`src/rtl/run_controller_if.sv`:
```
// Host/core-facing signal bundle of run_controller: go/preload stream,
// data-memory backdoor write port, core start/done and run status.
interface run_controller_if;
  logic        go;
  logic [7:0]  load_len;
  logic        ld_valid;
  logic [7:0]  ld_data;
  logic        ld_ready;
  logic        dm_wr_en;
  logic [7:0]  dm_wr_addr;
  logic [7:0]  dm_wr_data;
  logic        dut_reset;
  logic        dut_start;
  logic        dut_done;
  logic        busy;
  logic        run_done;
  logic        timed_out;
  logic [15:0] cycle_count;

  // master: the run controller itself
  modport master (
    input  go, load_len, ld_valid, ld_data, dut_done,
    output ld_ready, dm_wr_en, dm_wr_addr, dm_wr_data,
           dut_reset, dut_start, busy, run_done, timed_out, cycle_count
  );

  // slave: the host/bench and core side
  modport slave (
    output go, load_len, ld_valid, ld_data, dut_done,
    input  ld_ready, dm_wr_en, dm_wr_addr, dm_wr_data,
           dut_reset, dut_start, busy, run_done, timed_out, cycle_count
  );
endinterface

```
`src/rtl/run_controller.sv`:
```
// Run sequencer: pulses core reset, preloads data memory from a byte stream,
// pulses start, then times the run until done or timeout. All outputs registered.
module run_controller #(
  parameter int          RESET_CYCLES   = 2,
  parameter int          START_CYCLES   = 2,
  parameter logic [7:0]  LOAD_BASE      = 8'h00,
  parameter int          TIMEOUT_CYCLES = 4096
) (
  input  logic              clk,
  input  logic              reset,
  run_controller_if.master  bus
);

  typedef enum logic [2:0] {
    S_IDLE, S_RST, S_LOAD, S_START, S_RUN, S_FINISH
  } state_e;

  localparam logic [15:0] RST_LAST   = 16'(RESET_CYCLES - 1);
  localparam logic [15:0] START_LAST = 16'(START_CYCLES - 1);
  localparam logic [15:0] TO_LAST    = 16'(TIMEOUT_CYCLES - 1);

  state_e      state_q, state_d;
  logic [15:0] cnt_q, cnt_d;
  logic [7:0]  idx_q, idx_d;
  logic [7:0]  len_q, len_d;
  logic        ld_ready_q, ld_ready_d;
  logic        wr_en_q, wr_en_d;
  logic [7:0]  wr_addr_q, wr_addr_d;
  logic [7:0]  wr_data_q, wr_data_d;
  logic        dut_reset_q, dut_reset_d;
  logic        dut_start_q, dut_start_d;
  logic        busy_q, busy_d;
  logic        run_done_q, run_done_d;
  logic        timed_out_q, timed_out_d;
  logic [15:0] cycle_count_q, cycle_count_d;

  always_comb begin
    state_d       = state_q;
    cnt_d         = cnt_q;
    idx_d         = idx_q;
    len_d         = len_q;
    wr_en_d       = 1'b0;
    wr_addr_d     = wr_addr_q;
    wr_data_d     = wr_data_q;
    timed_out_d   = timed_out_q;
    cycle_count_d = cycle_count_q;

    case (state_q)
      S_IDLE: begin
        if (bus.go) begin
          len_d         = bus.load_len;
          timed_out_d   = 1'b0;
          cycle_count_d = 16'd0;
          cnt_d         = 16'd0;
          idx_d         = 8'd0;
          state_d       = S_RST;
        end
      end
      S_RST: begin
        if (cnt_q == RST_LAST) begin
          cnt_d   = 16'd0;
          state_d = (len_q != 8'd0) ? S_LOAD : S_START;
        end else begin
          cnt_d = cnt_q + 16'd1;
        end
      end
      S_LOAD: begin
        // ready is registered, so the accept uses this cycle's ready output
        if (bus.ld_valid && ld_ready_q) begin
          wr_en_d   = 1'b1;
          wr_addr_d = LOAD_BASE + idx_q;
          wr_data_d = bus.ld_data;
          idx_d     = idx_q + 8'd1;
          if (idx_d == len_q) state_d = S_START;
        end
      end
      S_START: begin
        if (cnt_q == START_LAST) begin
          cnt_d   = 16'd0;
          state_d = S_RUN;
        end else begin
          cnt_d = cnt_q + 16'd1;
        end
      end
      S_RUN: begin
        if (bus.dut_done) begin
          state_d = S_FINISH;
        end else if (cycle_count_q == TO_LAST) begin
          timed_out_d = 1'b1;
          state_d     = S_FINISH;
        end else begin
          cycle_count_d = cycle_count_q + 16'd1;
        end
      end
      S_FINISH: state_d = S_IDLE;
      default:  state_d = S_IDLE;
    endcase

    // Per-state outputs are derived from the next state so they register in step.
    dut_reset_d = (state_d == S_RST);
    dut_start_d = (state_d == S_START);
    busy_d      = (state_d != S_IDLE);
    run_done_d  = (state_d == S_FINISH);
    ld_ready_d  = (state_d == S_LOAD) && (idx_d < len_d);
  end

  always_ff @(posedge clk) begin
    if (reset) begin
      state_q       <= S_IDLE;
      cnt_q         <= 16'd0;
      idx_q         <= 8'd0;
      len_q         <= 8'd0;
      ld_ready_q    <= 1'b0;
      wr_en_q       <= 1'b0;
      wr_addr_q     <= 8'd0;
      wr_data_q     <= 8'd0;
      dut_reset_q   <= 1'b0;
      dut_start_q   <= 1'b0;
      busy_q        <= 1'b0;
      run_done_q    <= 1'b0;
      timed_out_q   <= 1'b0;
      cycle_count_q <= 16'd0;
    end else begin
      state_q       <= state_d;
      cnt_q         <= cnt_d;
      idx_q         <= idx_d;
      len_q         <= len_d;
      ld_ready_q    <= ld_ready_d;
      wr_en_q       <= wr_en_d;
      wr_addr_q     <= wr_addr_d;
      wr_data_q     <= wr_data_d;
      dut_reset_q   <= dut_reset_d;
      dut_start_q   <= dut_start_d;
      busy_q        <= busy_d;
      run_done_q    <= run_done_d;
      timed_out_q   <= timed_out_d;
      cycle_count_q <= cycle_count_d;
    end
  end

  assign bus.ld_ready    = ld_ready_q;
  assign bus.dm_wr_en    = wr_en_q;
  assign bus.dm_wr_addr  = wr_addr_q;
  assign bus.dm_wr_data  = wr_data_q;
  assign bus.dut_reset   = dut_reset_q;
  assign bus.dut_start   = dut_start_q;
  assign bus.busy        = busy_q;
  assign bus.run_done    = run_done_q;
  assign bus.timed_out   = timed_out_q;
  assign bus.cycle_count = cycle_count_q;

endmodule

```
`src/flat_wrapper.sv`:
```
// flat-port wrapper written by rule: the top's interface ports become plain ports
module run_controller_flat 
#(
  parameter int          RESET_CYCLES   = 2,
  parameter int          START_CYCLES   = 2,
  parameter logic [7:0]  LOAD_BASE      = 8'h00,
  parameter int          TIMEOUT_CYCLES = 4096
)
  (clk, reset, bus_go, bus_load_len, bus_ld_valid, bus_ld_data, bus_dut_done, bus_ld_ready, bus_dm_wr_en, bus_dm_wr_addr, bus_dm_wr_data, bus_dut_reset, bus_dut_start, bus_busy, bus_run_done, bus_timed_out, bus_cycle_count);
  run_controller_if bus_i ();
  input  logic clk;
  input  logic reset;
  input wire logic [$bits(bus_i.go)-1:0] bus_go;
  input wire logic [$bits(bus_i.load_len)-1:0] bus_load_len;
  input wire logic [$bits(bus_i.ld_valid)-1:0] bus_ld_valid;
  input wire logic [$bits(bus_i.ld_data)-1:0] bus_ld_data;
  input wire logic [$bits(bus_i.dut_done)-1:0] bus_dut_done;
  output wire logic [$bits(bus_i.ld_ready)-1:0] bus_ld_ready;
  output wire logic [$bits(bus_i.dm_wr_en)-1:0] bus_dm_wr_en;
  output wire logic [$bits(bus_i.dm_wr_addr)-1:0] bus_dm_wr_addr;
  output wire logic [$bits(bus_i.dm_wr_data)-1:0] bus_dm_wr_data;
  output wire logic [$bits(bus_i.dut_reset)-1:0] bus_dut_reset;
  output wire logic [$bits(bus_i.dut_start)-1:0] bus_dut_start;
  output wire logic [$bits(bus_i.busy)-1:0] bus_busy;
  output wire logic [$bits(bus_i.run_done)-1:0] bus_run_done;
  output wire logic [$bits(bus_i.timed_out)-1:0] bus_timed_out;
  output wire logic [$bits(bus_i.cycle_count)-1:0] bus_cycle_count;
  assign bus_i.go = bus_go;
  assign bus_i.load_len = bus_load_len;
  assign bus_i.ld_valid = bus_ld_valid;
  assign bus_i.ld_data = bus_ld_data;
  assign bus_i.dut_done = bus_dut_done;
  assign bus_ld_ready = bus_i.ld_ready;
  assign bus_dm_wr_en = bus_i.dm_wr_en;
  assign bus_dm_wr_addr = bus_i.dm_wr_addr;
  assign bus_dm_wr_data = bus_i.dm_wr_data;
  assign bus_dut_reset = bus_i.dut_reset;
  assign bus_dut_start = bus_i.dut_start;
  assign bus_busy = bus_i.busy;
  assign bus_run_done = bus_i.run_done;
  assign bus_timed_out = bus_i.timed_out;
  assign bus_cycle_count = bus_i.cycle_count;
  run_controller #(.RESET_CYCLES(RESET_CYCLES), .START_CYCLES(START_CYCLES), .LOAD_BASE(LOAD_BASE), .TIMEOUT_CYCLES(TIMEOUT_CYCLES)) u_core (.clk(clk), .reset(reset), .bus(bus_i));
endmodule
```
`config.mk`:
```
export PLATFORM = sky130hd
export DESIGN_NAME = run_controller_flat
export DESIGN_NICKNAME = d
export VERILOG_FILES = /design/src/rtl/run_controller_if.sv /design/src/rtl/run_controller.sv /design/src/flat_wrapper.sv
export SDC_FILE = /design/constraint.sdc
export NUM_CORES = 1
export LEC_CHECK = 0
export BUFFER_PORTS_ARGS = -buffer_cell sky130_fd_sc_hd__buf_2
export CELL_PAD_IN_SITES_DETAIL_PLACEMENT = 1
export CELL_PAD_IN_SITES_GLOBAL_PLACEMENT = 1
export CORE_MARGIN = 2
export CORE_UTILIZATION = 35
export CTS_CLUSTER_SIZE = 25
export DETAILED_ROUTE_END_ITERATION = 8
export PLACE_DENSITY = 0.67
export SYNTH_ARGS = -nofsm -noshare
export SYNTH_HDL_FRONTEND = slang
export SYNTH_SLANG_ARGS = --single-unit
```
`constraint.sdc`:
```
create_clock -name clk -period 2.9 [get_ports clk]
set_input_delay 0.725 -clock clk [delete_from_list [all_inputs] [get_ports clk]]
set_output_delay 0.725 -clock clk [all_outputs]
set_load 0.01 [all_outputs]
```
==> impl_metrics.tcl <==
set metrics [dict create \
    status "finished, final reports clean" \
    start_util 0.356 \
    fin_crit_sh 0.881 \
    rsz0062_at_grt "false" \
    drt-total-wl_um 9540 \
    ys_seq_elements 74 \
    drt_iter0_drc 62 \
    irDropWorstVdd_mv 0.206 \
    die_h_um 106 \
    remaining_drc_errors 0 \
    antenna_found_initial 0 \
    io_pins 60 \
    cp.required_ns 3.20 \
    numPortBuffers 59 \
    path_clk_slew_ns 0.08 \
    grt_pass1_vias 3374 \
    cp_data_arrival_time_ns 2.85 \
    ys_top_cells_by_area "dfxtp_1 (41%), nand2_1 (5.8%), xor2_1 (5.1%), nor2_1 (5.0%), a21oi_1 (4.7%)" \
    worstPathMaxFanout 20 \
    post_cts_resized 0 \
    grt.total_usage 0.180 \
    hold_viol_final 0 \
    fin_tns_setup_ns 0 \
    p_leak_nw 1.74 \
    grt_max_degree 26 \
    cts_sinks 74 \
    path_class "reg -> reg" \
    antenna_cells 0 \
    multiInputGateArea_um2 2020 \
    cts.htree.levels 3 \
    via_per_inst 5.13 \
    grt_pass1_wl_um 16100 \
    clk_path_buf_depth 2 \
    nNetsFinal 516 \
    synth.yosys.seq_area_share 0.409 \
    maxSlewViolCount 0 \
    fp.coreArea_um2 10200 \
    grt_overflow 0 \
    r2r_setup_slack_ns 0.35 \
    finClkSkew_ns 0.00931 \
    synth_top_area_frac 0.409 \
    cp-start-kind "flip-flop" \
    synthToLayoutAreaGrowth_pct 18.4 \
    synth_cells 426 \
    synth.avg_cell_area_um2 8.51 \
    whs_ns 0.457 \
    fmaxAchievable_mhz 392 \
    numCtsBuffers 9 \
    seqCellArea_um2 1480 \
    synth.most_common_cell "dfxtp_1" \
    p_per_area_nw_per_um2 535 \
    hold_class "reg -> reg" \
    drive_gt1_frac 0.197 \
    ys_top_cells_by_count "dfxtp_1 (74), nand2_1 (56), nor2_1 (48), a21oi_1 (34), xor2_1 (21)" \
    end_kind "flip-flop" \
    cts-root-buf "clkbuf_8" \
    num_rows 37 \
    hpwl_um 6880 \
    syn-num-nets 458 \
    post-cts-setup-buffer-count 0 \
    final-setup-viol-count 0 \
    drt_first_pass_iters 4 \
    ys.flop_type "dfxtp_1" \
    yosys.area.top_type "dfxtp_1" \
    fin_crit_ns 2.55 \
    die_w_um 106 \
    netlist_area_um2 3630 \
    yosysWarnings 0 \
    ys_async_sr_fraction 0 \
    synth_edf_count 0 \
    postCtsHoldBufs 0 \
    ant_nets 0 \
    vias 3204 \
    drv_cap 0 \
    finalWeightedCongestion 0.826 \
    cts_tree "built" \
    netlist-cell-type-count 60 \
    dieArea_um2 11200 \
    slew_headroom 0.581 \
    fillers 1258 \
    clk_latency_ns 0.35 \
    worst_pin_slew_ns 0.628 \
    drt-wirelength-per-cell_um 15.3 \
]
==> through the flow <==
| step | cells | area [um2] | setup slack, ns | power (mW) | utilization |
|---|---|---|---|---|---|
| final | 624 | 4290 | 0.346 | 2.30 | 0.422 |
| after detailed placement | 609 | 4050 | -0.0109 | 1.34 | 0.398 |
| after floorplan | 426 | 3630 | 0.207 | 1.26 | - |
| after global placement | 609 | 4050 | 0.0292 | 1.33 | 0.398 |
| after CTS | 624 | 4290 | 0.221 | 2.33 | 0.421 |
| after global routing | 624 | 4290 | 0.187 | 2.40 | 0.422 |
==> cell usage in the layout (no fill, tap or decap), types with 5 or more instances in the layout <==
cell type and count:
buf_4 8, nand2_1 56, nor2b_1 12, and3_1 7, o21ai_0 18, or3_1 6, nor2_1 47, xor2_1 21
buf_2 59, ha_1 11, nand3_1 15, nor3_1 6, a21o_1 5, clkbuf_8 10, nor3b_1 5, inv_1 6
and2_1 5, dfxtp_1 74, xnor2_1 8, mux2i_1 8, a21oi_1 34, nand4_1 12
==> power breakdown <==
group	internal, mW	switching [mW]	total [mW]
logic	0.101	0.150	0.251
clock network	0.589	0.394	0.983
registers	1.04	0.0262	1.07
total	1.73	0.570	2.30
==> critical path: stages (launching register included) <==
cell      delay (ns)
dfxtp_1         0.47
and4bb_1        0.28
and2_1          0.18
buf_4           0.27
nand2_1         0.09
mux2i_1         0.19
ha_1            0.28
a21o_1          0.18
a221oi_1        0.37
o211a_1         0.18
==> flip-flops by register name, summed over array words and instances, names as in the netlist, 3 cells and up <==
name and flops:
u_core.bus.dm_wr_data 8, u_core.cnt_q 16, u_core.bus.dm_wr_addr 8, u_core.bus.cycle_count 16
u_core.idx_q 8, u_core.len_q 8, u_core.state_q 3
==> layout make-up <==
type / instances / share of cell area
clock buffer: 10 / 0.0321
clock inverter: 5 / 0.0239
inverter: 6 / 0.00524
multi-input combinational: 326 / 0.471
sequential: 74 / 0.345
tap: 136 / 0.0396
timing repair buffer: 67 / 0.0828
==> per-layer routing <==
layer | wire length [um] | GRT usage
met1 | 4280 | 0.209
met2 | 4720 | 0.320
met3 | 335 | 0.0433
met4 | 199 | 0.0648
met5 | 0 | 0
==> final timing paths <==
path / startpoint / to / cells past startpoint
worst max-delay path: u_core.state_q[1] / u_core.bus.ld_ready / 9
worst min-delay path: u_core.bus.dm_wr_data[3] / u_core.bus.dm_wr_data[3] / 2
worst max register to register: u_core.state_q[1] / u_core.bus.ld_ready / 9
worst min register to register: u_core.bus.dm_wr_data[3] / u_core.bus.dm_wr_data[3] / 2
==> kinds of logic (layout without fill, tap and decap cells) <==
family                     after synthesis  count (layout)  synth area share
and+or+nand+nor                        194             194             0.282
AOI/OAI and AO/OA                       84              84             0.146
DFF                                     74              74             0.409
xor gates and xnor gates                29              29            0.0701
buffers and inverters                   26              88            0.0338
adders and majority gates               11              11            0.0380
muxes                                    8               8            0.0221
(Power assumes the default switching activity.)
